--- src/rtl/eth_tx_fcs_arb.sv ---
// Two-port (ARP/UDP) Ethernet TX arbiter and framer.
// Wraps each granted payload in preamble/SFD, appends the FCS taken from an
// external byte-wide CRC-32 engine, and enforces the inter-frame gap.
module eth_tx_fcs_arb #(
  parameter int PRE_LEN    = 7,
  parameter int IFG_CYCLES = 12
) (
  input  logic        clk,
  input  logic        rst,
  input  logic        arp_req,
  input  logic        udp_req,
  output logic        arp_gnt,
  output logic        udp_gnt,
  input  logic        arp_vld,
  input  logic        arp_last,
  input  logic [7:0]  arp_data,
  input  logic        udp_vld,
  input  logic        udp_last,
  input  logic [7:0]  udp_data,
  output logic        arp_rdy,
  output logic        udp_rdy,
  output logic        crc_en,
  output logic        crc_clr,
  output logic [7:0]  crc_d,
  input  logic [31:0] crc_data,
  output logic        tx_en,
  output logic        tx_er,
  output logic [7:0]  tx_data
);

  typedef enum logic [2:0] {IDLE, PRE, PAY, FCS, IFG} state_t;

  localparam int CNT_MAX = (PRE_LEN > IFG_CYCLES) ? ((PRE_LEN > 4) ? PRE_LEN : 4)
                                                  : ((IFG_CYCLES > 4) ? IFG_CYCLES : 4);
  localparam int CW = $clog2(CNT_MAX + 1);
  localparam logic [CW-1:0] PRE_LAST = CW'(PRE_LEN);
  localparam logic [CW-1:0] IFG_LAST = CW'(IFG_CYCLES - 1);
  localparam logic [CW-1:0] FCS_LAST = CW'(3);

  state_t        state_reg, state_next;
  logic [CW-1:0] cnt_reg, cnt_next;
  logic          arp_gnt_reg, arp_gnt_next;
  logic          udp_gnt_reg, udp_gnt_next;
  logic          last_udp_reg, last_udp_next;   // 1: UDP was the last port served
  logic          clr_hold_reg;                  // keeps crc_clr high through reset
  logic          tx_en_reg, tx_en_next;
  logic          tx_er_reg, tx_er_next;
  logic [7:0]    tx_data_reg, tx_data_next;
  logic          clr_pulse;

  logic          sel_vld, sel_last;
  logic [7:0]    sel_data;
  logic [7:0]    fcs_byte [4];

  // FCS byte k: inverted CRC bits (31-8k)..(24-8k), bit (24-8k) landing in the MSB
  for (genvar gi = 0; gi < 4; gi++) begin : g_fcs
    for (genvar gj = 0; gj < 8; gj++) begin : g_bit
      assign fcs_byte[gi][gj] = ~crc_data[31 - 8*gi - gj];
    end
  end

  assign sel_vld  = udp_gnt_reg ? udp_vld  : arp_vld;
  assign sel_last = udp_gnt_reg ? udp_last : arp_last;
  assign sel_data = udp_gnt_reg ? udp_data : arp_data;

  assign arp_gnt = arp_gnt_reg;
  assign udp_gnt = udp_gnt_reg;
  assign tx_en   = tx_en_reg;
  assign tx_er   = tx_er_reg;
  assign tx_data = tx_data_reg;
  assign crc_clr = clr_hold_reg | clr_pulse;

  // State, grant and output-byte registers
  always_ff @(posedge clk or posedge rst) begin
    if (rst) begin
      state_reg    <= IDLE;
      cnt_reg      <= '0;
      arp_gnt_reg  <= 1'b0;
      udp_gnt_reg  <= 1'b0;
      last_udp_reg <= 1'b1;
      clr_hold_reg <= 1'b1;
      tx_en_reg    <= 1'b0;
      tx_er_reg    <= 1'b0;
      tx_data_reg  <= 8'h00;
    end else begin
      state_reg    <= state_next;
      cnt_reg      <= cnt_next;
      arp_gnt_reg  <= arp_gnt_next;
      udp_gnt_reg  <= udp_gnt_next;
      last_udp_reg <= last_udp_next;
      clr_hold_reg <= 1'b0;
      tx_en_reg    <= tx_en_next;
      tx_er_reg    <= tx_er_next;
      tx_data_reg  <= tx_data_next;
    end
  end

  // Next-state, arbitration, source handshake and CRC engine control
  always_comb begin
    state_next    = state_reg;
    cnt_next      = cnt_reg;
    arp_gnt_next  = arp_gnt_reg;
    udp_gnt_next  = udp_gnt_reg;
    last_udp_next = last_udp_reg;
    tx_en_next    = 1'b0;
    tx_er_next    = 1'b0;
    tx_data_next  = 8'h00;
    arp_rdy       = 1'b0;
    udp_rdy       = 1'b0;
    crc_en        = 1'b0;
    crc_d         = 8'h00;
    clr_pulse     = 1'b0;
    case (state_reg)
      IDLE: begin
        // On a tie the port that was not served last wins
        if (arp_req && (!udp_req || last_udp_reg)) begin
          arp_gnt_next  = 1'b1;
          last_udp_next = 1'b0;
          state_next    = PRE;
          cnt_next      = '0;
        end else if (udp_req) begin
          udp_gnt_next  = 1'b1;
          last_udp_next = 1'b1;
          state_next    = PRE;
          cnt_next      = '0;
        end
      end
      PRE: begin
        tx_en_next   = 1'b1;
        tx_data_next = (cnt_reg == PRE_LAST) ? 8'hD5 : 8'h55;
        if (cnt_reg == PRE_LAST) begin
          state_next = PAY;
          cnt_next   = '0;
        end else begin
          cnt_next = cnt_reg + CW'(1);
        end
      end
      PAY: begin
        arp_rdy = arp_gnt_reg;
        udp_rdy = udp_gnt_reg;
        crc_d   = sel_data;
        tx_en_next = 1'b1;
        if (sel_vld) begin
          crc_en       = 1'b1;
          tx_data_next = sel_data;
          if (sel_last) begin
            state_next = FCS;
            cnt_next   = '0;
          end
        end else begin
          // Underrun: poison the frame, reset the engine, skip the FCS
          tx_er_next   = 1'b1;
          clr_pulse    = 1'b1;
          arp_gnt_next = 1'b0;
          udp_gnt_next = 1'b0;
          state_next   = IFG;
          cnt_next     = '0;
        end
      end
      FCS: begin
        tx_en_next   = 1'b1;
        tx_data_next = fcs_byte[cnt_reg[1:0]];
        if (cnt_reg == FCS_LAST) begin
          // Engine clears on the same edge that captures the final FCS byte
          clr_pulse    = 1'b1;
          arp_gnt_next = 1'b0;
          udp_gnt_next = 1'b0;
          state_next   = IFG;
          cnt_next     = '0;
        end else begin
          cnt_next = cnt_reg + CW'(1);
        end
      end
      IFG: begin
        if (cnt_reg == IFG_LAST) begin
          state_next = IDLE;
          cnt_next   = '0;
        end else begin
          cnt_next = cnt_reg + CW'(1);
        end
      end
      default: begin
        state_next = IDLE;
        cnt_next   = '0;
      end
    endcase
  end

endmodule

--- config.mk ---
export PLATFORM = sky130hd
export DESIGN_NAME = eth_tx_fcs_arb
export DESIGN_NICKNAME = d
export VERILOG_FILES = /design/src/rtl/eth_tx_fcs_arb.sv
export SDC_FILE = /design/constraint.sdc
export NUM_CORES = 1
export LEC_CHECK = 0
export CORE_MARGIN = 2
export CORE_UTILIZATION = 41
export DETAILED_ROUTE_END_ITERATION = 10
export PLACE_DENSITY = 0.89
export SLEW_MARGIN = 0
export SYNTH_ARGS = -nofsm -noshare
export SYNTH_HDL_FRONTEND = slang
export SYNTH_SLANG_ARGS = --single-unit
--- constraint.sdc ---
create_clock -name clk -period 2.4 [get_ports clk]
set_input_delay 0.36 -clock clk [delete_from_list [all_inputs] [get_ports clk]]
set_output_delay 0.36 -clock clk [all_outputs]
set_load 0.02 [all_outputs]
; After elaboration in Yosys (flattened, before gate mapping)
; Index checks and enable logic that the tools add are counted.
[totals]
ram_bits = 0
word_cells = 116
latchBits = 0
register_bits = 21
n_memories = 0
inputBits = 56
rom_bits = 0
out_inout_bits = 24
[op_classes]
n_eq_ne = 16
muxes = 43
add_sub_neg = 1
shift = 0
n_lt_le_gt_ge = 1
reduce_logical = 12
div_mod_pow = 0
bitwise = 34
n_mul = 0
[ops]
columns = cell, count
row1 = 2-to-1 mux 8 bit, 6
row2 = NOT 1 bit, 32
row3 = 2-to-1 mux 4 bit, 7
row4 = case mux 8 bit (3 select lines), 1
row5 = 2-to-1 mux 3 bit, 7
row6 = case mux 4 bit (5 select lines), 1
row7 = binary-select mux 8 bit (select 2 bit), 1
row8 = 2-to-1 mux 1 bit, 16
row9 = case mux 3 bit (5 select lines), 1
row10 = inequality test 2 bit (second input constant), 7
row11 = AND reduction 5 bit, 2
row12 = == test 3 x 2 -> 1 bit (second input constant), 2
row13 = inequality test 3 bit (second input constant), 2
row14 = case mux 1 bit (3 select lines), 2
row15 = adder 4 x 1 -> 4 bit (second input constant), 1
row16 = == test 4 x 2 -> 1 bit (second input constant), 1
row17 = == test 4 x 3 -> 1 bit (second input constant), 1
row18 = == test 4 bit (second input constant), 1
row19 = AND reduction 2 bit, 2
row20 = AND reduction 4 bit, 1
row21 = == test 3 x 1 -> 1 bit (second input constant), 1
row22 = == test 3 bit (second input constant), 1
row23 = >= comparator 3 bit (second input constant), 1
row24 = logical NOT 3 bit, 1
row25 = 9 further kinds, 9

; Logic depth before layout (Yosys ltp)
; Gate-level depths: netlist of run 1.
[logic_depth]
ltp_word = 5
ltp_mapped = 6
ltp_nobuf = 5

; Worst setup path after synthesis of run 1
; No wires, ideal clock.
[synth_path]
path_type = reg-to-output
from = reg cnt_reg[0]
to = out crc_clr
path_buffers = 0
stages_incl_launch_ff = 5
arrival_time_ns = 1.391
slack_ns = 0.649
required_ns = 2.040
cell_sequence = dfrtp_1 > ha_1 > or3b_4 > o22ai_1 > or2_1
[synth_between]
elab_chain_len = 4
[synth_rtl]
columns = element, line
row1 = "start, declared", 41  ; logic [CW-1:0] cnt_reg, cnt_next;
row2 = "start signal, assigned", 87  ; cnt_reg <= cnt_next;
row3 = == test 4 x 2 -> 1 bit, 163  ; if (cnt_reg == FCS_LAST) begin
row4 = 2-to-1 mux 1 bit, 163
row5 = case mux 1 bit (2 select lines), 113  ; case (state_reg)
row6 = bitwise OR 1 bit, 71  ; assign crc_clr = clr_hold_reg | clr_pulse;
row7 = "end, declared", 23  ; output logic crc_clr,
; No other way between the ends.

; Final worst setup path of run 1
; Same ends and word-level chain as after synthesis.

==> impl_metrics.csv, run 1 <==
group,metric,value,unit
finish,nets,283,
sta,fmax,435,MHz
clocking,clock_latency,0.32,ns
worst_setup_path,cp-startpoint,"cnt_reg[0]$_DFFE_PP0P_",
worst_setup_path,critical_path.startpoint_type,"flip-flop",
finish,syn2layout_area_growth,64.4,%
clocking,clockBufferDepth,2,
synth,synth_compound_gate_area_share,15.8,%
floorplanning,num_rows,21,
pwr,power.density_cell_area,1000,nW/um2
clocking,cts_tree,"built",
clocking,cts_root_buffer,"sky130_fd_sc_hd__clkbuf_4",
synth,syn_warnings,0,
synth,post_synth_num_cell_types,39,
clocking,clock_sinks,21,
floorplanning,starting_density_of_the_core,42.5,%
sta,final-setup-viol-count,0,
sta,transition_time_at_the_pin_with_the_least_slew_margin,0.793,ns
placement,placed_area,2280,um2
sta,slew-limit-headroom,47.0,%
floorplanning,die_h,62.6,um
synth,combinational_family_with_the_most_area_after_synthesis,"multiplexers",
sta,timing.final.crit_share,95.9,%
worst_setup_path,timing.reg2reg.setup_slack,0.77,ns
worst_setup_path,cp.arrival,1.94,ns
synth,postSynthRegisterBits,21,
synth,ys.flop_type,"sky130_fd_sc_hd__dfrtp_1",
finish,largest_register_ffs,8,
synth,synth_enable_flop_cells,0,
worst_setup_path,timing.critical_path.to,"crc_clr",
synth,post_synth_xor_area_fraction,0,%
sta,finalMaxSlewViolations,0,
floorplanning,io_pins,80,
synth,post_synth_fa_ha_maj_area_fraction,0.889,%
placement,port_buffers,79,
grt,overflow,0,
grt,antenna_found_initial,0,
route,antenna_left,0,
synth,syn-cell-area,1410,um2
grt,gr-usage-all-layers,21.9,%
worst_setup_path,cp.required,2.04,ns
route,drt_pre_antenna_iters,4,
worst_setup_path,rr_worst_depth,5,
worst_setup_path,criticalPathCategory,"reg2out",
worst_setup_path,timing.rr.end,"cnt_reg[2]$_DFFE_PP0P_",
pwr,vdd.ir_drop.worst,0.000416,V
hold_path,hold_path_class,"in2async",
synth,netlist_instances,139,
clocking,path_clk_slew,0.13,ns
route,post_drt_wl_per_cell,14.9,um
clocking,ctsHtreeMaxLevel,1,
clocking,post-cts-setup-buffer-count,0,
finish,antenna_cell_count,0,
route,remaining_drc_errors,0,
worst_setup_path,critical_path_capture_point_type,"output port",
synth,synth_async_sr_flop_share,100,%
grt,first_global_vias,1427,
synth,post_synth_mux_area_share,21.7,%
finish,utilization,69.9,%
finish,fraction_of_layout_cells_with_a_size_suffix_above_1,16.0,%
worst_setup_path,r2r-start,"udp_gnt$_DFFE_PP0P_",
placement,gpl.final_weighted_congestion,0.872,
placement,hpwlAfterDp,3400,um
sta,finalClockSkew,0.0119,ns
sta,tns,0,ns
synth,mappedNetlistNets,196,
grt,grt_start_max_net_pins,22,
route,route.vias.total,1390,
floorplanning,floorplan_die_area,3920,um2
route,drt-vias-per-instance,5.13,
sta,rsz0062_at_grt,"no",
synth,synth-simple-area-share,17.4,%
route,total_detailed_routing_wirelength,4050,um
run_status,outcome,"completed",
worst_setup_path,largest_fanout_of_any_net_on_the_critical_path,2,
synth,share_of_synthesized_area_occupied_by_flip_flops_and_latches,37.5,%
floorplanning,dieWidth,62.6,um
sta,final.hold.worst_slack,0.484,ns
floorplanning,core_region_area,3310,um2
finish,design_area,2310,um2
pwr,total_power_draw,2.31,mW
clocking,cts_buffer_count,3,
pwr,leakage_power_total,1.03,nW
synth,syn_area_per_cell,10.1,um2
sta,timing.final.hold_violations,0,
sta,fin_crit,2.30,ns
route,dr.first_iter.drc_count,82,
run,max_cap_violations,0,
grt,global_route_wire_length_before_repair,6780,um
[layout make-up]
class                      count  area (um2)
clock buffer                   3        22.5
clock inverter                 1        5.00
fill                         256         996
inverter                       9        33.8
multi-input combinational    101         790
sequential                    21         529
tap                           46        57.6
timing repair buffer          90         877
[synth_stat cells, drive strengths merged (2+ instances only)]
| library cell | number | area, um2 |
|---|---|---|
| dfrtp | 19 | 475 |
| nor2b | 2 | 20.0 |
| o21ai | 10 | 50.0 |
| nor2 | 16 | 60.1 |
| or2 | 2 | 15.0 |
| a22oi | 2 | 20.0 |
| o22ai | 2 | 12.5 |
| nand2 | 17 | 63.8 |
| buf | 7 | 52.5 |
| inv | 9 | 33.8 |
| dfstp | 2 | 52.6 |
| nand2b | 3 | 18.8 |
| o32ai | 3 | 26.3 |
| mux4 | 8 | 180 |
| mux2i | 11 | 110 |
| a21oi | 7 | 46.3 |
| a22o | 2 | 17.5 |
| nand3 | 3 | 15.0 |
[stage by stage]
step	instances	setup slack [ns]
final	271	0.0985
after CTS	271	0.0357
after floorplan	139	0.649
after global routing	271	0.00839
after detailed placement	267	0.0247
after global placement	267	0.0618
[power by group]
group / switching [mW] / internal, mW / total [mW] / leakage, nW
clock: 0.118 / 0.0623 / 0.180 / 0.0177
sequential: 0.0855 / 0.502 / 0.587 / 0.262
combinational: 0.783 / 0.763 / 1.55 / 0.753
[cell usage in the layout (no fill, tap or decap), types with 2 or more instances in the layout]
cell type and count:
sky130_fd_sc_hd__dfstp_2 2, sky130_fd_sc_hd__o21ai_0 7, sky130_fd_sc_hd__a21oi_1 6, sky130_fd_sc_hd__nor2_1 16
sky130_fd_sc_hd__nand2b_1 3, sky130_fd_sc_hd__mux4_2 8, sky130_fd_sc_hd__clkdlybuf4s50_1 73, sky130_fd_sc_hd__nand3_1 3
sky130_fd_sc_hd__o22ai_1 2, sky130_fd_sc_hd__dfrtp_1 18, sky130_fd_sc_hd__dlygate4sd2_1 3, sky130_fd_sc_hd__a22o_1 2
sky130_fd_sc_hd__mux2i_1 11, sky130_fd_sc_hd__o32ai_1 3, sky130_fd_sc_hd__o21ai_1 3, sky130_fd_sc_hd__nand2_1 17
sky130_fd_sc_hd__inv_1 9, sky130_fd_sc_hd__clkbuf_4 3, sky130_fd_sc_hd__buf_4 11, sky130_fd_sc_hd__dlymetal6s2s_1 3
[metal layers]
metal  track usage [%]  vias up  share of wire, %
li1                  -      671                 -
met1              27.3      655                41
met2              39.4       57                53
met3              3.42        7               5.4
met4              5.56        0               1.3
met5                 0        -                 0
[worst min path at each step]
stage,startpoint,end,cells after the start
after floorplan,rst,arp_gnt$_DFFE_PP0P_,1
after global placement,last_udp_reg$_DFFE_PP1P_,last_udp_reg$_DFFE_PP1P_,2
after detailed placement,last_udp_reg$_DFFE_PP1P_,last_udp_reg$_DFFE_PP1P_,2
after CTS,last_udp_reg$_DFFE_PP1P_,last_udp_reg$_DFFE_PP1P_,2
after global routing,last_udp_reg$_DFFE_PP1P_,last_udp_reg$_DFFE_PP1P_,2
final,rst,tx_data[7]$_DFF_PP0_,2
[repair_timing]
action                     in CTS  in global routing
hold buffers                    0                  0
gates resized for setup         3                  4
setup endpoints to repair       3                  9
[cells by family after synthesis]
kind of cell | Yosys count
buffers and inverters | 17
multiplexers | 20
other | 1
AND/OR/NAND/NOR | 48
flip-flops | 21
adder cells (fa/ha/maj) | 1
AO/OA/AOI/OAI | 31
[worst max-delay path, cell delays in order (launching register included)]
cell and delay (ns):
sky130_fd_sc_hd__dfrtp_1 0.38, sky130_fd_sc_hd__ha_1 0.18, sky130_fd_sc_hd__or3b_4 0.42, sky130_fd_sc_hd__o22ai_1 0.20, sky130_fd_sc_hd__or2_1 0.13, sky130_fd_sc_hd__dlygate4sd2_1 0.32
(Power assumes the default switching activity.)
==> run 2: changes to the inputs <==
CORE_MARGIN = 5   (was 2)
SETUP_SLACK_MARGIN = 0.3   (was default)
SLEW_MARGIN = 20   (was 0)
==> impl_metrics.csv, run 2 (synthesis results as in run 1) <==
group,metric,value,unit
run_status,outcome,"completed",
grt,grt_start_max_net_pins,22,
floorplanning,floorplan_die_area,4710,um2
grt,gr-usage-all-layers,18.2,%
placement,hpwlAfterDp,3460,um
finish,syn2layout_area_growth,63.9,%
sta,timing.final.hold_violations,0,
pwr,leakage_power_total,1.01,nW
placement,placed_area,2280,um2
floorplanning,io_pins,80,
clocking,cts_tree,"built",
sta,tns,0,ns
floorplanning,dieWidth,68.6,um
clocking,path_clk_slew,0.11,ns
route,route.vias.total,1388,
clocking,cts_root_buffer,"sky130_fd_sc_hd__clkbuf_4",
worst_setup_path,timing.reg2reg.setup_slack,0.78,ns
worst_setup_path,critical_path.startpoint_type,"flip-flop",
sta,fin_crit,2.04,ns
finish,finish.cell_count_without_fillers,274,
route,remaining_drc_errors,0,
finish,fraction_of_layout_cells_with_a_size_suffix_above_1,22.4,%
route,total_detailed_routing_wirelength,4090,um
worst_setup_path,cp_top_family,"buffers and inverters",
worst_setup_path,cp.required,2.04,ns
worst_setup_path,critical_path_capture_point_type,"output port",
sta,slew-limit-headroom,47.1,%
route,post_drt_wl_per_cell,14.9,um
hold_path,hold_end,"last_udp_reg$_DFFE_PP1P_",
worst_setup_path,cpMostUsedCell,"sky130_fd_sc_hd__nor2_1",
clocking,clock_latency,0.30,ns
hold_path,min-delay-start,"last_udp_reg$_DFFE_PP1P_",
route,antenna_left,0,
sta,fmax,491,MHz
clocking,cts_buffer_count,3,
placement,gpl.final_weighted_congestion,0.872,
grt,first_global_vias,1413,
worst_setup_path,largest_fanout_of_any_net_on_the_critical_path,11,
sta,finalClockSkew,0.00391,ns
sta,final.hold.worst_slack,0.494,ns
placement,port_buffers,79,
floorplanning,core_region_area,3340,um2
sta,rsz0062_at_grt,"yes",
grt,antenna_found_initial,0,
finish,most-common-layout-cells,"sky130_fd_sc_hd__clkdlybuf4s50_1 (67), sky130_fd_sc_hd__dfrtp_1 (17), sky130_fd_sc_hd__nor2_1 (16), sky130_fd_sc_hd__nand2_1 (16), sky130_fd_sc_hd__buf_4 (14)",
route,drt_pre_antenna_iters,4,
hold_path,hold_path_class,"reg2reg",
clocking,clockBufferDepth,2,
clocking,ctsHtreeMaxLevel,1,
worst_setup_path,cp.arrival,1.68,ns
hold_path,hold-path-cell-count,2,
worst_setup_path,rr_worst_depth,5,
floorplanning,die_h,68.6,um
pwr,power.density_cell_area,996,nW/um2
route,drt-vias-per-instance,5.07,
run,max_cap_violations,0,
floorplanning,num_rows,21,
finish,antenna_cell_count,0,
worst_setup_path,criticalPathCategory,"reg2out",
route,dr.first_iter.drc_count,70,
sta,timing.final.crit_share,84.8,%
clocking,holdBufCountCts,0,
finish,most_common_cell_after_layout_fill_and_taps_aside,"sky130_fd_sc_hd__clkdlybuf4s50_1",
finish,nets,286,
worst_setup_path,timing.critical_path.buf_inv,2,
worst_setup_path,cpPeakStageDelay,0.47,ns
worst_setup_path,slowest_library_cell_on_the_worst_path,"sky130_fd_sc_hd__dfrtp_2",
floorplanning,starting_density_of_the_core,42.2,%
sta,final-setup-viol-count,0,
grt,overflow,0,
worst_setup_path,timing.rr.end,"cnt_reg[2]$_DFFE_PP0P_",
grt,global_route_wire_length_before_repair,6400,um
worst_setup_path,r2r-start,"udp_gnt$_DFFE_PP0P_",
worst_setup_path,path_cells,"nor2_1 -> nand2_2 -> buf_4 -> nor2_1 -> clkdlybuf4s15_2",
pwr,vdd.ir_drop.worst,0.000419,V
placement,placed_cells_incl_taps,267,
sta,transition_time_at_the_pin_with_the_least_slew_margin,0.792,ns
clocking,clock_sinks,21,
sta,finalMaxSlewViolations,0,
finish,design_area,2310,um2
finish,largest_register_ffs,8,
-- run 2: area by class of cell --
cell class              count  area, um2
repair buffers             93        853
clock inverters             1       5.00
well taps                  46       57.6
multi-input cells         101        805
inverters                   9       33.8
fillers                   284       1030
clock buffers               3       22.5
flip-flops and latches     21        531
-- run 2: routing by layer --
layer / share of wire (%) / vias up / global-route usage (%)
li1: - / 673 / -
met1: 39 / 670 / 20.6
met2: 53 / 43 / 35.3
met3: 7.1 / 2 / 3.40
met4: 0.56 / 0 / 2.98
met5: 0 / - / 0
-- run 2: how the worst max path moves through the flow --
stage	depth (start not counted)	to	from	slack, ns
3_5_place_dp	5	crc_clr	arp_vld	0.03
2_1_floorplan	4	crc_clr	cnt_reg[0]$_DFFE_PP0P_	0.65
5_1_grt	5	crc_d[0]	state_reg[0]$_DFFE_PP0P_	0.28
3_3_place_gp	5	crc_clr	arp_vld	0.07
4_1_cts	5	crc_clr	cnt_reg[0]$_DFFE_PP0P_	0.14
6_report	5	crc_d[0]	state_reg[0]$_DFFE_PP0P_	0.36
-- run 2: report_power, final --
part / switching (mW) / internal, mW
Sequential: 0.0865 / 0.504
Clock: 0.104 / 0.0621
Combinational: 0.791 / 0.751
-- run 2: per-stage QoR --
stage,setup slack [ns],total power [mW],util [%]
floorplan,0.649,1.57,-
CTS,0.145,2.28,69.0
finish,0.365,2.30,69.1
global placement,0.0708,2.11,68.4
global route,0.276,2.48,69.1
detailed placement,0.0256,2.15,68.4
-- run 2: worst min-delay path, stage by stage, from the launching register on --
cell,delay [ns]
sky130_fd_sc_hd__dfstp_2,0.39
sky130_fd_sc_hd__nand2_1,0.05
sky130_fd_sc_hd__nand2_1,0.06
-- run 2: repair_timing --
item | CTS | global route
setup endpoints to repair | 12 | 9
buffers inserted | 0 | 3
resized for setup | 18 | 17
==> run 3: changes to the inputs <==
CORE_UTILIZATION = 35   (was 41)
PLACE_DENSITY = 0.81   (was 0.89)
clock period = 1.65 ns   (was 2.4 ns; I/O delays follow)
==> impl_metrics.csv, run 3 (synthesis results as in run 1) <==
group,metric,value,unit
worst_setup_path,cpPeakStageDelay,0.40,ns
run_status,failed_checks,"negative setup slack",
floorplanning,die_h,73.4,um
route,route.vias.total,1657,
clocking,clock_latency,0.26,ns
route,drt-vias-per-instance,5.26,
grt,global_route_wire_length_before_repair,8540,um
route,post_drt_wl_per_cell,19.2,um
finish,syn2layout_area_growth,112,%
sta,timing.final.hold_violations,0,
grt,grt_start_max_net_pins,22,
placement,port_buffers,79,
finish,antenna_cell_count,0,
worst_setup_path,criticalPathCategory,"reg2out",
pwr,vdd.ir_drop.worst,0.000908,V
sta,tns,-0.495,ns
hold_path,hold_path_class,"in2async",
clocking,path_clk_slew,0.08,ns
route,antenna_left,0,
pwr,power.density_cell_area,1600,nW/um2
pwr,switching_share,42.7,%
route,remaining_drc_errors,0,
worst_setup_path,critical_path_capture_point_type,"output port",
finish,layout.area.seq,533,um2
worst_setup_path,critical_path.startpoint_type,"flip-flop",
worst_setup_path,cp.required,1.40,ns
run,max_cap_violations,0,
grt,antenna_found_initial,0,
grt,first_global_vias,1690,
route,drt_pre_antenna_iters,4,
pwr,intPower,2.74,mW
floorplanning,starting_density_of_the_core,35.7,%
pwr,power_frac_seq,18.3,%
sta,timing.final.crit_share,110,%
pwr,p_sw,2.04,mW
clocking,ctsHtreeMaxLevel,1,
finish,largest_register_ffs,8,
worst_setup_path,cp_top_family,"simple AND/OR/NAND/NOR gates",
placement,hpwlAfterDp,3820,um
floorplanning,io_pins,80,
sta,fin_crit,1.81,ns
sta,fmax,553,MHz
worst_setup_path,path_cells,"ha_2 -> or3b_4 -> o22ai_4 -> or2_4 -> buf_6",
clocking,cts_root_buffer,"sky130_fd_sc_hd__clkbuf_8",
finish,nets,323,
sta,rsz0062_at_grt,"yes",
clocking,cts_buffer_count,3,
sta,finalMaxSlewViolations,0,
clocking,clock_sinks,21,
floorplanning,dieWidth,73.4,um
run_status,outcome,"finished, violations left",
floorplanning,num_rows,23,
placement,placed_area,2580,um2
worst_setup_path,timing.reg2reg.setup_slack,-0.05,ns
grt,overflow,0,
worst_setup_path,timing.critical_path.buf_inv,1,
finish,fraction_of_layout_cells_with_a_size_suffix_above_1,47.2,%
finish,n_fill_cell,229,
pwr,clkPwrFrac,7.2,%
finish,most-common-layout-cells,"sky130_fd_sc_hd__clkdlybuf4s50_1 (55), sky130_fd_sc_hd__buf_4 (34), sky130_fd_sc_hd__buf_6 (23)",
floorplanning,core_region_area,3940,um2
worst_setup_path,largest_fanout_of_any_net_on_the_critical_path,2,
clocking,cts_tree,"built",
finish,design_area,2980,um2
grt,gr-usage-all-layers,20.9,%
floorplanning,floorplan_die_area,5390,um2
worst_setup_path,cp.arrival,1.56,ns
worst_setup_path,slowest_library_cell_on_the_worst_path,"sky130_fd_sc_hd__or3b_4",
finish,most_common_cell_after_layout_fill_and_taps_aside,"sky130_fd_sc_hd__clkdlybuf4s50_1",
pwr,leakage_power_total,1.29,nW
sta,finalClockSkew,0.00409,ns
pwr,p_comb_share,74.6,%
placement,gpl.final_weighted_congestion,0.852,
sta,final-setup-viol-count,15,
pwr,total_power_draw,4.78,mW
route,total_detailed_routing_wirelength,6040,um
finish,multi_input_comb_area,1030,um2
sta,layout_setup_ws,-0.159,ns
clocking,clockBufferDepth,2,
route,dr.first_iter.drc_count,64,
==> run 3: worst min-delay path: stages <==
cell	delay (ns)
sky130_fd_sc_hd__clkdlybuf4s50_1	0.40
sky130_fd_sc_hd__inv_1	0.06
sky130_fd_sc_hd__buf_4	0.27
==> run 3: metrics by stage <==
stage	util, %	hold slack, ns	cells	setup slack, ns
final	75.6	0.330	315	-0.159
after floorplan	-	0.222	139	0.156
after detailed placement	65.5	0.476	293	-0.482
after CTS	72.1	0.335	306	-0.162
after global placement	65.5	0.454	293	-0.438
after global routing	75.6	0.360	315	-0.213
==> run 3: area by class of cell <==
type | instances | share of cell area (%)
clock buffer | 4 | 1.51
timing repair buffer | 130 | 42.7
sequential | 21 | 17.9
tap | 50 | 2.10
multi-input combinational | 101 | 34.7
inverter | 9 | 1.13
==> run 3: power groups by stage <==
stage / Sequential (mW) / Clock, mW / Combinational, mW
finish: 0.873 / 0.342 / 3.56
global route: 0.894 / 0.369 / 3.74
CTS: 0.845 / 0.344 / 3.17
detailed placement: 0.854 / 0 / 2.78
global placement: 0.839 / 0 / 2.73
floorplan: 1.00 / 0 / 1.55
==> run 3: final timing paths <==
| path | depth (start not counted) | to | start |
|---|---|---|---|
| worst min register to register | 2 | last_udp_reg$_DFFE_PP1P_ | last_udp_reg$_DFFE_PP1P_ |
| worst max register to register | 6 | state_reg[1]$_DFFE_PP0P_ | cnt_reg[0]$_DFFE_PP0P_ |
| worst max-delay path | 5 | crc_clr | cnt_reg[0]$_DFFE_PP0P_ |
| max in group asynchronous | 3 | last_udp_reg$_DFFE_PP1P_ | rst |
| min in group clk | 2 | last_udp_reg$_DFFE_PP1P_ | last_udp_reg$_DFFE_PP1P_ |
| worst min-delay path | 3 | tx_data[5]$_DFF_PP0_ | rst |
==> run 3: layer usage <==
| metal | part of all wire [%] | vias to the layer above | GRT usage [%] |
|---|---|---|---|
| met5 | 0 | - | 0 |
| li1 | - | 752 | - |
| met4 | 3.4 | 0 | 5.43 |
| met1 | 36 | 804 | 23.5 |
| met3 | 7.6 | 20 | 3.56 |
| met2 | 53 | 81 | 40.2 |
==> run 3: timing repair <==
item	CTS	global route
pin swaps	6	9
setup endpoints to repair	41	30
hold buffers	0	0
setup buffers	9	9
gates resized for setup	114	19
